### src/rtl/chan2push.sv
// Valid/ready channel to FIFO push-port adapter: a DEPTH-entry ring plus a
// registered output stage absorb sink-full stalls while keeping word order.
module chan2push #(
    parameter int WIDTH = 8,
    parameter int DEPTH = 4
) (
    input  logic             clock,
    input  logic             resetn,
    input  logic [WIDTH-1:0] idata,
    input  logic             ivalid,
    output logic             iready,
    output logic [WIDTH-1:0] odata,
    output logic             owren,
    input  logic             ofull
);

    localparam int AW = (DEPTH > 1) ? $clog2(DEPTH) : 1;
    localparam int CW = $clog2(DEPTH + 1);
    localparam logic [AW-1:0] PTR_ONE = AW'(1'b1);
    localparam logic [CW-1:0] DEPTH_C = CW'(DEPTH);

    logic [WIDTH-1:0] ring_q [DEPTH];
    logic [AW-1:0]    rdptr_q, rdptr_d;
    logic [AW-1:0]    wrptr_q, wrptr_d;
    logic [CW-1:0]    count_q, count_d;
    logic             iready_q, iready_d;
    logic             owren_q, owren_d;
    logic [WIDTH-1:0] odata_q, odata_d;
    logic             in_fire_s, free_s, pop_s, push_s, bypass_s;

    // Handshake decode, output-stage refill and ring bookkeeping.
    always_comb begin
        in_fire_s = ivalid && iready_q;
        free_s    = !owren_q || !ofull;
        pop_s     = free_s && (count_q != {CW{1'b0}});
        bypass_s  = free_s && (count_q == {CW{1'b0}}) && in_fire_s;
        push_s    = in_fire_s && !bypass_s;

        odata_d = odata_q;
        owren_d = owren_q;
        rdptr_d = rdptr_q;
        wrptr_d = wrptr_q;

        // Older ring words always take precedence over the incoming word.
        if (free_s) begin
            if (pop_s) begin
                odata_d = ring_q[rdptr_q];
                owren_d = 1'b1;
                rdptr_d = rdptr_q + PTR_ONE;
            end else if (in_fire_s) begin
                odata_d = idata;
                owren_d = 1'b1;
            end else begin
                owren_d = 1'b0;
            end
        end else begin
            odata_d = odata_q;
            owren_d = owren_q;
        end

        if (push_s) begin
            wrptr_d = wrptr_q + PTR_ONE;
        end else begin
            wrptr_d = wrptr_q;
        end

        count_d  = count_q + CW'(push_s) - CW'(pop_s);
        iready_d = (count_d < DEPTH_C);
    end

    // Control and output registers.
    always_ff @(posedge clock or negedge resetn) begin
        if (!resetn) begin
            rdptr_q  <= {AW{1'b0}};
            wrptr_q  <= {AW{1'b0}};
            count_q  <= {CW{1'b0}};
            iready_q <= 1'b1;
            owren_q  <= 1'b0;
            odata_q  <= {WIDTH{1'b0}};
        end else begin
            rdptr_q  <= rdptr_d;
            wrptr_q  <= wrptr_d;
            count_q  <= count_d;
            iready_q <= iready_d;
            owren_q  <= owren_d;
            odata_q  <= odata_d;
        end
    end

    // Ring storage; contents need no reset since count gates every read.
    always_ff @(posedge clock) begin
        if (push_s) begin
            ring_q[wrptr_q] <= idata;
        end
    end

    assign iready = iready_q;
    assign owren  = owren_q;
    assign odata  = odata_q;

endmodule

### config.mk
export PLATFORM = sky130hd
export DESIGN_NAME = chan2push
export DESIGN_NICKNAME = d
export VERILOG_FILES = /design/src/rtl/chan2push.sv
export SDC_FILE = /design/constraint.sdc
export NUM_CORES = 1
export LEC_CHECK = 0
export ABC_AREA = 1
export CORE_MARGIN = 8
export CORE_UTILIZATION = 40
export CTS_CLUSTER_SIZE = 40
export DETAILED_ROUTE_END_ITERATION = 12
export SYNTH_ARGS = -nofsm -noshare
export SYNTH_HDL_FRONTEND = slang
export SYNTH_SLANG_ARGS = --single-unit
### constraint.sdc
create_clock -name clock -period 2.8 [get_ports clock]
set_input_delay 0.28 -clock clock [delete_from_list [all_inputs] [get_ports clock]]
set_output_delay 0.28 -clock clock [all_outputs]
set_load 0.05 [all_outputs]
==> flow_summary.json <==
{
  "status": "finished clean",
  "fin_nets": 251,
  "yosys.cell_types.count": 23,
  "required_time_worst_endpoint_ns": 2.99,
  "power.sequential.fraction_pct": 39.3,
  "setup-tns-final_ns": 0,
  "global_route.usage.total_pct": 11.0,
  "worst_path_dominant_cell_family": "adder cells",
  "final.hold.worst_slack_ns": 0.444,
  "irDropWorstVdd_uv": 563,
  "worst-path-buf-inv": 4,
  "warning_count_from_the_yosys_run": 0,
  "cellInternalPower_mw": 1.69,
  "syn_inst": 205,
  "p_sw_share_pct": 41.9,
  "drive_above_1_share_pct": 12.9,
  "synth_fp_nets": 224,
  "final_period_minus_worst_setup_slack_ns": 2.20,
  "h-tree-depth": 2,
  "clk_path_buf_depth": 2,
  "via_count_of_the_first_global_routing_pass": 1418,
  "worstSkewPairLatency_ns": 0.30,
  "post_drt_wl_per_cell_um": 13.7,
  "width_of_the_chip_um": 89.8,
  "grt_start_max_net_pins": 19,
  "finClkSkew_ns": 0.00708,
  "global_route.usage.met1_pct": 13.7,
  "drt-vias-per-instance": 4.54,
  "ioPinCount": 22,
  "cts_buffer_count": 5,
  "clock.fmax_ghz": 0.455,
  "cts.hold.buffers_added": 0,
  "via_count": 1384,
  "path_cells": "nor2_4 -> nand2_4 -> nand2_2 -> inv_2 -> ha_1 -> inv_1 -> ha_1 -> inv_1 -> fa_1 -> xor2_1 -> inv_1",
  "globalRouteMet3Util_pct": 3.08,
  "power.share.combinational_pct": 42.7,
  "max_stage_delay_ns": 0.45,
  "floorplan.die_area_um2": 8070,
  "r2r.worst_path.cells": 11,
  "dp_hpwl_um": 2710,
  "power.switching_mw": 1.22,
  "worstSetupStartpointType": "register",
  "ant_nets": 0,
  "std_cell_rows": 27,
  "timing.final.setup_violations": 0,
  "tightestPinTransition_ns": 0.813,
  "wire_length_of_the_first_global_routing_pass_um": 7140,
  "leakage_nw": 1.10,
  "hold_violations": 0,
  "totalWireLength_um": 4170,
  "post_cts.repair.setup_buffers": 0,
  "setup_ws_ns": 0.602,
  "crit_top_cell": "sky130_fd_sc_hd__inv_1",
  "antennaDiodeCount": 0,
  "layout.cells.most_common": "sky130_fd_sc_hd__nand2_1",
  "numPortBuffers": 21,
  "gp_congestion": 0.751,
  "cts.clk_slew.worst_paths_ns": 0.09,
  "critical_path_depth": 11,
  "post_synthesis_area_per_instance_um2": 10.6,
  "use_met2_pct": 17.6,
  "timing.hold.worst.class": "in -> async",
  "max_cap_viol_count": 0,
  "layout_worst_path_cycle_share_pct": 78.5,
  "setup.worst_path.class": "reg -> reg",
  "drt_pre_antenna_iters": 6,
  "synthesis.area_um2": 2180,
  "cpMaxStageDelayCell": "sky130_fd_sc_hd__dfrtp_1",
  "placeableCoreArea_um2": 5370,
  "postCtsResizedCells": 0,
  "grt_antenna_before_repair": 0,
  "clock_sink_count": 49,
  "global_route.peak_usage_layer": "met2",
  "remaining_drc_errors": 0,
  "cts_tree": "yes",
  "placedInstanceArea_um2": 2450,
  "layout.filler_cells": 511,
  "share_clk_of_total_power_pct": 18.0,
  "layout-area-overhead-vs-synth_pct": 17.9,
  "final_area_um2": 2570,
  "fp.dieH_um": 89.8,
  "dr.first_iter.drc_count": 58,
  "power_density_nw_per_um2": 1130,
  "synth_seq_cells": 49,
  "yosysSeqAreaShare_pct": 63.7,
  "final_cell_mix": "sky130_fd_sc_hd__nand2_1, sky130_fd_sc_hd__edfxtp_1, sky130_fd_sc_hd__nor2_1, sky130_fd_sc_hd__clkdlybuf4s50_1, sky130_fd_sc_hd__nand3_1",
  "max_slew_vio_count": 0,
  "cts.root.buffer_cell": "sky130_fd_sc_hd__clkbuf_8",
  "rsz0062_at_grt": "no",
  "worstSetupEndpointType": "register",
  "grt_overflow_total": 0,
  "timing.critical_path.fanout_max": 10,
  "preCtsSetupSlack_ns": 0.376,
  "maxSlewHeadroom_pct": 45.6,
  "initial_core_util_pct": 40.6,
  "worstPathArrival_ns": 2.39
}
==> power by group through the flow <==
| stage | logic (mW) | clock network (mW) | registers (mW) |
|---|---|---|---|
| after detailed placement | 1.25 | 0 | 1.16 |
| final | 1.24 | 0.523 | 1.14 |
| after global routing | 1.41 | 0.558 | 1.18 |
| after global placement | 1.25 | 0 | 1.16 |
| after floorplan | 0.761 | 0 | 1.34 |
| after CTS | 1.26 | 0.531 | 1.15 |
==> metrics by stage <==
stage / power (mW) / instances / utilization, %
3_3_place_gp: 2.41 / 297 / 45.7
6_report: 2.91 / 305 / 47.8
5_1_grt: 3.15 / 305 / 47.8
2_1_floorplan: 2.10 / 205 / -
3_5_place_dp: 2.42 / 297 / 45.7
4_1_cts: 2.94 / 305 / 47.8
==> cell usage after synthesis (all sizes together) <==
library cell | number | area, um2
fa | 1 | 20.0
inv | 15 | 61.3
a21oi | 1 | 5.00
buf | 5 | 56.3
nand2 | 81 | 344
nand3 | 18 | 95.1
o21ai | 1 | 5.00
nor2 | 25 | 104
xor2 | 2 | 17.5
edfxtp | 32 | 961
xnor2 | 1 | 8.76
dfstp | 1 | 26.3
ha | 6 | 75.1
dfrtp | 16 | 400
==> sequential cells by signal, summed over array words and instances (netlist names) <==
signal	flops
ring_q	32
iready	1
rdptr_q	2
odata	8
owren	1
wrptr_q	2
count_q	3
==> cell type report <==
class	instances	area (um2)	share of cell area, %
Clock inverter	1	30.0	1.17
Tap cell	72	90.1	3.51
Sequential cell	49	1390	54.0
Clock buffer	7	86.3	3.36
Multi-Input combinational cell	136	674	26.2
Timing Repair Buffer	25	240	9.35
Inverter	15	61.3	2.39
==> path summary, 6_finish.rpt <==
| path | start | end | slack, ns |
|---|---|---|---|
| worst min register to register | odata[2] | odata[2] | 0.48 |
| max in group asynchronous | resetn | count_q[1] | 1.85 |
| worst max register to register | count_q[1] | count_q[2] | 0.60 |
| worst max-delay path | count_q[1] | count_q[2] | 0.60 |
| worst min-delay path | resetn | odata[7] | 0.44 |
| min in group clock | odata[2] | odata[2] | 0.48 |
==> cell families after synthesis <==
family	share of synthesized area, %
AND/OR/NAND/NOR	24.9
flip-flops	63.7
buffers and inverters	5.40
adder cells (fa/ha/maj)	4.36
XOR/XNOR	1.21
AO/OA/AOI/OAI	0.459
==> per-layer routing <==
metal  wire, um  share of wire (%)
met1       2010                 48
met2       1950                 47
met3        146                3.5
met4         65                1.6
met5          0                  0
Power figures use the tool's default switching activity.
